File: config.mk
export PLATFORM = sky130hd
export DESIGN_NAME = minterm_lut_seq_flat
export DESIGN_NICKNAME = d
export VERILOG_FILES = /design/src/rtl/minterm_lut_seq_pkg.sv /design/src/rtl/minterm_lut_seq_if.sv /design/src/rtl/minterm_onehot_dec.sv /design/src/rtl/minterm_lut_seq.sv /design/src/flat_wrapper.sv
export SDC_FILE = /design/constraint.sdc
export NUM_CORES = 1
export LEC_CHECK = 0
export BUFFER_PORTS_ARGS = -buffer_cell sky130_fd_sc_hd__buf_2
export CORE_UTILIZATION = 60
export CTS_BUF_LIST = sky130_fd_sc_hd__clkbuf_2 sky130_fd_sc_hd__clkbuf_4 sky130_fd_sc_hd__clkbuf_8
export DETAILED_ROUTE_END_ITERATION = 8
export PLACE_DENSITY_LB_ADDON = 0.12
export SLEW_MARGIN = 20
export SYNTH_ARGS = -nofsm -noshare
export SYNTH_HDL_FRONTEND = slang
export SYNTH_SLANG_ARGS = --single-unit
File: constraint.sdc
create_clock -name clk -period 3.8 [get_ports clk]
set_clock_uncertainty 0.05 [all_clocks]
set_input_delay 0.76 -clock clk [delete_from_list [all_inputs] [get_ports clk]]
set_output_delay 0.76 -clock clk [all_outputs]
set_load 0.03 [all_outputs]
File: src/rtl/minterm_lut_seq_pkg.sv
// Shared types and defaults for the programmable sum-of-minterms evaluator.
package minterm_lut_seq_pkg;
  localparam int N_IN_DEF = 3;
  localparam int D        = 1 << N_IN_DEF;
  localparam logic [D-1:0] INIT_DEF = 8'hCE;

  typedef enum logic {RUN = 1'b0, LOAD = 1'b1} state_t;
endpackage

File: src/rtl/minterm_lut_seq_if.sv
// Lookup, result and serial-configuration signals of minterm_lut_seq.
interface minterm_lut_seq_if #(
  parameter int N_IN  = 3,
  parameter int CNT_W = 8
);
  localparam int DW = 1 << N_IN;

  logic             in_valid;
  logic             in_ready;
  logic [N_IN-1:0]  in_vec;
  logic             out_valid;
  logic             out_ready;
  logic             out_f;
  logic [DW-1:0]    out_onehot;
  logic             cfg_start;
  logic             cfg_valid;
  logic             cfg_bit;
  logic             cfg_done;
  logic [CNT_W-1:0] true_cnt;

  modport master (
    output in_valid, in_vec, out_ready, cfg_start, cfg_valid, cfg_bit,
    input  in_ready, out_valid, out_f, out_onehot, cfg_done, true_cnt
  );
  modport slave (
    input  in_valid, in_vec, out_ready, cfg_start, cfg_valid, cfg_bit,
    output in_ready, out_valid, out_f, out_onehot, cfg_done, true_cnt
  );
endinterface

File: src/rtl/minterm_onehot_dec.sv
// Combinational N_IN-to-2^N_IN one-hot decoder.
module minterm_onehot_dec #(
  parameter int N_IN = 3
) (
  input  logic [N_IN-1:0]      sel,
  output logic [(1<<N_IN)-1:0] onehot
);
  always_comb begin
    onehot      = '0;
    onehot[sel] = 1'b1;
  end
endmodule

File: src/rtl/minterm_lut_seq.sv
// Registered truth-table lookup with one-hot decode, serial table reload
// and a saturating count of true results.
module minterm_lut_seq
  import minterm_lut_seq_pkg::*;
#(
  parameter int                  N_IN  = N_IN_DEF,
  parameter logic [(1<<N_IN)-1:0] INIT = INIT_DEF,
  parameter int                  CNT_W = 8
) (
  input logic               clk,
  input logic               rst_n,
  minterm_lut_seq_if.slave  bus
);
  localparam int DW = 1 << N_IN;

  state_t           state, state_nx;
  logic [N_IN-1:0]  idx;
  logic [DW-1:0]    tbl, idx_oh, vec_oh;
  logic             wr, last_wr, accept, out_hs;
  logic             out_valid, out_f, cfg_done;
  logic [DW-1:0]    out_onehot;
  logic [CNT_W-1:0] true_cnt;

  minterm_onehot_dec #(.N_IN(N_IN)) u_dec_vec (.sel(bus.in_vec), .onehot(vec_oh));
  minterm_onehot_dec #(.N_IN(N_IN)) u_dec_idx (.sel(idx),        .onehot(idx_oh));

  assign bus.in_ready = (state == RUN) && !bus.cfg_start && (!out_valid || bus.out_ready);
  assign accept       = bus.in_valid && bus.in_ready;
  assign out_hs       = out_valid && bus.out_ready;

  // cfg_start wins over cfg_valid in LOAD: the restart cycle writes nothing
  always_comb begin
    state_nx = state;
    wr       = 1'b0;
    last_wr  = 1'b0;
    case (state)
      RUN:  if (bus.cfg_start) state_nx = LOAD;
      LOAD: if (!bus.cfg_start && bus.cfg_valid) begin
        wr = 1'b1;
        if (idx == '1) begin
          last_wr  = 1'b1;
          state_nx = RUN;
        end
      end
      default: state_nx = RUN;
    endcase
  end

  always_ff @(posedge clk or negedge rst_n) begin
    if (!rst_n) begin
      state    <= RUN;
      idx      <= '0;
      tbl      <= INIT;
      cfg_done <= 1'b0;
    end else begin
      state    <= state_nx;
      cfg_done <= last_wr;
      if (bus.cfg_start)          idx <= '0;
      else if (wr && !last_wr)    idx <= idx + 1'b1;
      if (wr) tbl <= (tbl & ~idx_oh) | ({DW{bus.cfg_bit}} & idx_oh);
    end
  end

  // result register holds while the consumer stalls
  always_ff @(posedge clk or negedge rst_n) begin
    if (!rst_n) begin
      out_valid  <= 1'b0;
      out_f      <= 1'b0;
      out_onehot <= '0;
      true_cnt   <= '0;
    end else begin
      if (accept) begin
        out_valid  <= 1'b1;
        out_f      <= tbl[bus.in_vec];
        out_onehot <= vec_oh;
      end else if (bus.out_ready) begin
        out_valid  <= 1'b0;
      end
      if (out_hs && out_f && (true_cnt != '1)) true_cnt <= true_cnt + 1'b1;
    end
  end

  assign bus.out_valid  = out_valid;
  assign bus.out_f      = out_f;
  assign bus.out_onehot = out_onehot;
  assign bus.cfg_done   = cfg_done;
  assign bus.true_cnt   = true_cnt;
endmodule

File: src/flat_wrapper.sv
// flat-port wrapper written by rule: the top's interface ports become plain ports
module minterm_lut_seq_flat import minterm_lut_seq_pkg::*;
#(
  parameter int                  N_IN  = N_IN_DEF,
  parameter logic [(1<<N_IN)-1:0] INIT = INIT_DEF,
  parameter int                  CNT_W = 8
)
  (clk, rst_n, bus_in_valid, bus_in_vec, bus_out_ready, bus_cfg_start, bus_cfg_valid, bus_cfg_bit, bus_in_ready, bus_out_valid, bus_out_f, bus_out_onehot, bus_cfg_done, bus_true_cnt);
  minterm_lut_seq_if #(.N_IN(N_IN), .CNT_W(CNT_W)) bus_i ();
  input logic clk;
  input logic rst_n;
  input wire logic [$bits(bus_i.in_valid)-1:0] bus_in_valid;
  input wire logic [$bits(bus_i.in_vec)-1:0] bus_in_vec;
  input wire logic [$bits(bus_i.out_ready)-1:0] bus_out_ready;
  input wire logic [$bits(bus_i.cfg_start)-1:0] bus_cfg_start;
  input wire logic [$bits(bus_i.cfg_valid)-1:0] bus_cfg_valid;
  input wire logic [$bits(bus_i.cfg_bit)-1:0] bus_cfg_bit;
  output wire logic [$bits(bus_i.in_ready)-1:0] bus_in_ready;
  output wire logic [$bits(bus_i.out_valid)-1:0] bus_out_valid;
  output wire logic [$bits(bus_i.out_f)-1:0] bus_out_f;
  output wire logic [$bits(bus_i.out_onehot)-1:0] bus_out_onehot;
  output wire logic [$bits(bus_i.cfg_done)-1:0] bus_cfg_done;
  output wire logic [$bits(bus_i.true_cnt)-1:0] bus_true_cnt;
  assign bus_i.in_valid = bus_in_valid;
  assign bus_i.in_vec = bus_in_vec;
  assign bus_i.out_ready = bus_out_ready;
  assign bus_i.cfg_start = bus_cfg_start;
  assign bus_i.cfg_valid = bus_cfg_valid;
  assign bus_i.cfg_bit = bus_cfg_bit;
  assign bus_in_ready = bus_i.in_ready;
  assign bus_out_valid = bus_i.out_valid;
  assign bus_out_f = bus_i.out_f;
  assign bus_out_onehot = bus_i.out_onehot;
  assign bus_cfg_done = bus_i.cfg_done;
  assign bus_true_cnt = bus_i.true_cnt;
  minterm_lut_seq #(.N_IN(N_IN), .INIT(INIT), .CNT_W(CNT_W)) u_core (.clk(clk), .rst_n(rst_n), .bus(bus_i));
endmodule
# ---- Word-level counts from Yosys, hierarchy flattened
# Cells that the tools add are included.
dict set report word_totals {
  elab_cells 56
  ff_bits 31
}
dict set report op_classes {
  n_eq_ne 2
  n_reduce_logical 16
  mux 19
  n_lt_le_gt_ge 4
  bitwise_logic 5
  n_addsub 2
}
# op count
set op_table {}
lappend op_table {{AND 8 bit} 2}
lappend op_table {{2-to-1 mux 1 bit} 13}
lappend op_table {{logical AND 1 bit} 10}
lappend op_table {{adder 8 x 1 -> 8 bit, second input constant} 1}
lappend op_table {{less-than comparator 3 x 4 -> 1 bit, second input constant} 2}
lappend op_table {{inequality test 8 bit, second input constant} 1}
lappend op_table {{NOT 8 bit} 1}
lappend op_table {{OR 8 bit} 1}
lappend op_table {{demux 1 bit (select 3 bit)} 2}
lappend op_table {{>= comparator 3 x 1 -> 1 bit, second input constant} 2}
lappend op_table {{2-to-1 mux 3 bit} 2}
lappend op_table {{nonzero test 2 bit} 2}
lappend op_table {{adder 3 x 1 -> 3 bit, second input constant} 1}
lappend op_table {{binary-select mux 1 bit (select 3 bit)} 1}
lappend op_table {{== test 3 bit, second input constant} 1}
lappend op_table {{logical NOT 1 bit} 3}
lappend op_table {{case mux 1 bit (2 select lines)} 1}
lappend op_table {{logical OR 1 bit} 1}
lappend op_table {{NOT 1 bit} 1}

# ---- Logic depth before layout (Yosys ltp)
dict set report depth {
  depth_word 8
  ltp_mapped 6
  depth_no_buf 5
}

# ---- By module
# Synthesis repeated with hierarchy kept, for this count alone.
dict set report unflattened {
  hier_cells 126
  area_unflattened_um2 1546.5
}
# module n_inst cells_per_inst area_per_inst_um2
set modules_own_cells {}
lappend modules_own_cells {minterm_lut_seq 1 110 1416.4}
lappend modules_own_cells {minterm_onehot_dec 2 8 65.1}

# ---- Least setup slack after synthesis
# No wires, ideal clock.
dict set report synth_timing {
  path_type {input to output}
  startpoint {in bus_out_ready}
  endpoint {out bus_in_ready}
  arrival_ns 1.170
  setup_slack_ns 1.820
  path_stages 2
  n_path_buf 0
  path_cell_list {nand2b_1 and2_1}
}
dict set report synth_via {
  elab_chain_cells 2
}
# element line_no
set synth_lines {}
lappend synth_lines {{from (decl)} flat_wrapper.sv:14} ;# input wire logic [$bits(bus_i.out_ready)-1:0] bus_out_ready;
lappend synth_lines {{logical OR 1 bit} minterm_lut_seq.sv:27} ;# assign bus.in_ready = (state == RUN) && !bus.cfg_start && (!out_valid || bus.out_ready);
lappend synth_lines {{logical AND 1 bit} minterm_lut_seq.sv:27}
lappend synth_lines {{to (decl)} flat_wrapper.sv:18} ;# output wire logic [$bits(bus_i.in_ready)-1:0] bus_in_ready;
# Every way passes these cells.

# ---- Worst setup path after layout
dict set report layout_timing {
  startpoint {in bus_cfg_start}
  endpoint {out bus_in_ready}
}
dict set report layout_via {
  elab_chain_cells 3
}
# element line_no
set layout_lines {}
lappend layout_lines {{from (decl)} flat_wrapper.sv:15} ;# input wire logic [$bits(bus_i.cfg_start)-1:0] bus_cfg_start;
lappend layout_lines {{logical NOT 1 bit} minterm_lut_seq.sv:27}
lappend layout_lines {{logical AND 1 bit (2 in a row)} minterm_lut_seq.sv:27}
# Every way passes these cells.

==> run metrics <==
placed insts 180; Diodes inserted 0; #FFs+latches synth 31; critical path arrival 1390 ps; crit path launch type input pin; TNS Setup 0 ps; number of synthesized flops with an enable pin 0; clock root cell clkbuf_4; Starting Density 64.71%; RSZ-0062 raised after global routing false; Max-Cap Viols 0; area delta synth->final 15.27%; Yosys warnings 0; FF-to-FF Start u_core.idx[1]$_DFFE_PN0P_; WHS 398.3 ps; actual slew at the worst max-slew pin 654.5 ps; post-synthesis sequential area ratio 53.60%; vias in the first global route 1,001; Area contributors post-synth dfrtp_1, dfstp_2, mux2_2; Fillers 166; Wirelength per Cell 13.56 um; CTS Hold Buffers Added 0; status complete, no violations; fin cells 188; input/output buffers 29; Tot Pwr 658.8 uW; Leakage 0.8569 nW; Clock Latency Late Sink 330 ps; reg2reg setup slack 2150 ps; CTS Sinks 31; CTS max path bufs 2; drt pass-1 iters 4; Period minus WS final 2204 ps; final WL 2550 um; wire length on met3 114 um; top sig layer met4; RR Endpoint u_core.idx[0]$_DFFE_PN0P_; GRT Util Overall 24.20%; IO Pins 30; top_reg_cell synth dfrtp_1; clock slew at reported path FFs 90 ps; largest net degree at the start of global routing 32; total number of vias 1,044; vias per inst 5.553; die width 51.31 um; Die Y 51.31 um; flip-flop and latch area 782.0 sq um; Fmax 453.8 MHz; final setup vio count 0; sequence of cells on the critical path buf_2 > nor2_1 > and2_1 > buf_2; Mapped Area 0.001459 sq mm; post-CTS setup buffer count 0; Worst path most repeated cell buf_2; share of cells above drive strength 1 34.38%; # DRC 0; H-Tree Depth 2; CTS tree done; number of library cell types mapped by synthesis 34; worst endpoint required time 2990 ps; commonest non-fill, non-tap cell in the layout buf_2; asr flop ratio synth 100.0%; CP bufs+invs 2; met1 wire length 1119 um; Rel. slew slack 56.37%; Worst path slowest cell buf_2; critical path endpoint category output pin; Placer Congestion 0.7690; DP HPWL 1861 um; Overflow after GRT 0; core area 0.002255 sq mm; area of the multi-input gates 639.4 sq um; Mapped Cells 128; cell area power density 391.8 mW/mm^2; Yosys top cell by area dfrtp_1; area fraction of the dominant cell type after synthesis 44.60%; FF-to-FF path depth 5; Final Hold Viols 0; CP top delay family buffers and inverters; syn avg cell area 11.40 sq um; Iter 0 DRT Violations 13; Worst Path Max Fanout 7; Slew Limit Fails 0; CP Class input pin to output pin; Final nets 172; Critical Path Max Stage Delay 190 ps; Die Area 0.002633 sq mm; Final ANT Viol Nets 0; met2 wire len 1259 um; initial antenna violation count 0; post_cts resized 0; row cnt 17; first-pass GRT wire length 4512 um; Tcrit/Tclk final 57.99%; Synth Net Count 141; CTS buffer count 5; most frequent cells in the layout buf_2, dfrtp_1, nand2_1; worst vdd ir 0.3846 mV; min-delay worst type input pin to asynchronous set/reset pin
-- stage by stage --
step | worst slack, ps | area [sq um] | utilization [%]
floorplan | 1820 | 1459 | -
global placement | 1583 | 1609 | 71.37
detailed placement | 1588 | 1609 | 71.37
CTS | 1586 | 1682 | 74.58
global route | 1560 | 1682 | 74.58
finish | 1596 | 1682 | 74.58
-- logic make-up (layout without fill, tap and decap cells) --
logic type | after synthesis | after routing | synth area share [%]
AO/OA/AOI/OAI | 15 | 15 | 6.861
buffers and inverters | 7 | 39 | 2.572
adder cells (fa/ha/maj) | 3 | 3 | 2.573
flip-flops | 31 | 31 | 53.60
XOR/XNOR | 4 | 4 | 2.402
AND/OR/NAND/NOR | 50 | 50 | 17.84
multiplexers | 18 | 18 | 14.15
-- area by class of cell --
type                            instances  area share (%)
Inverter                                2          0.4464
Sequential cell                        31           46.50
Tap cell                               28           2.083
Timing Repair Buffer                   29           8.631
Multi-Input combinational cell         90           38.02
Clock buffer                            8           4.315
-- synth_stat cells (2+ instances only) --
cell,count
and4_1,2
nor3b_1,2
o41ai_1,4
mux2_1,2
nand3_1,8
nand4_1,3
and3_1,2
a21oi_1,3
mux2_2,9
nand2b_1,2
nand3b_1,2
dfrtp_1,26
o21ai_0,4
and2_1,2
xnor2_1,3
nor2_1,5
ha_1,3
dfstp_2,5
mux2i_1,6
nand2_1,18
buf_2,3
inv_1,2
-- report_power, final --
| part | total, mW | switching (mW) | internal [mW] | leakage, nW |
|---|---|---|---|---|
| clock | 0.222 | 0.106 | 0.116 | 0.0420 |
| combinational | 0.0670 | 0.0361 | 0.0309 | 0.410 |
| sequential | 0.370 | 0.0137 | 0.356 | 0.405 |
| total | 0.659 | 0.156 | 0.503 | 0.857 |
-- per-layer routing --
layer	vias up	global-route usage [%]
li1	522	-
met1	493	29.41
met2	22	38.16
met3	7	7.440
met4	0	13.51
met5	-	0
-- worst max path at each step --
stage	start	slack (ps)	cells past startpoint	end
4_1_cts	bus_cfg_start	1590	4	bus_in_ready
5_1_grt	bus_cfg_start	1560	4	bus_in_ready
6_report	bus_cfg_start	1600	4	bus_in_ready
3_3_place_gp	bus_cfg_start	1580	4	bus_in_ready
2_1_floorplan	bus_out_ready	1820	2	bus_in_ready
3_5_place_dp	bus_cfg_start	1590	4	bus_in_ready
Power figures use the tool's default switching activity.
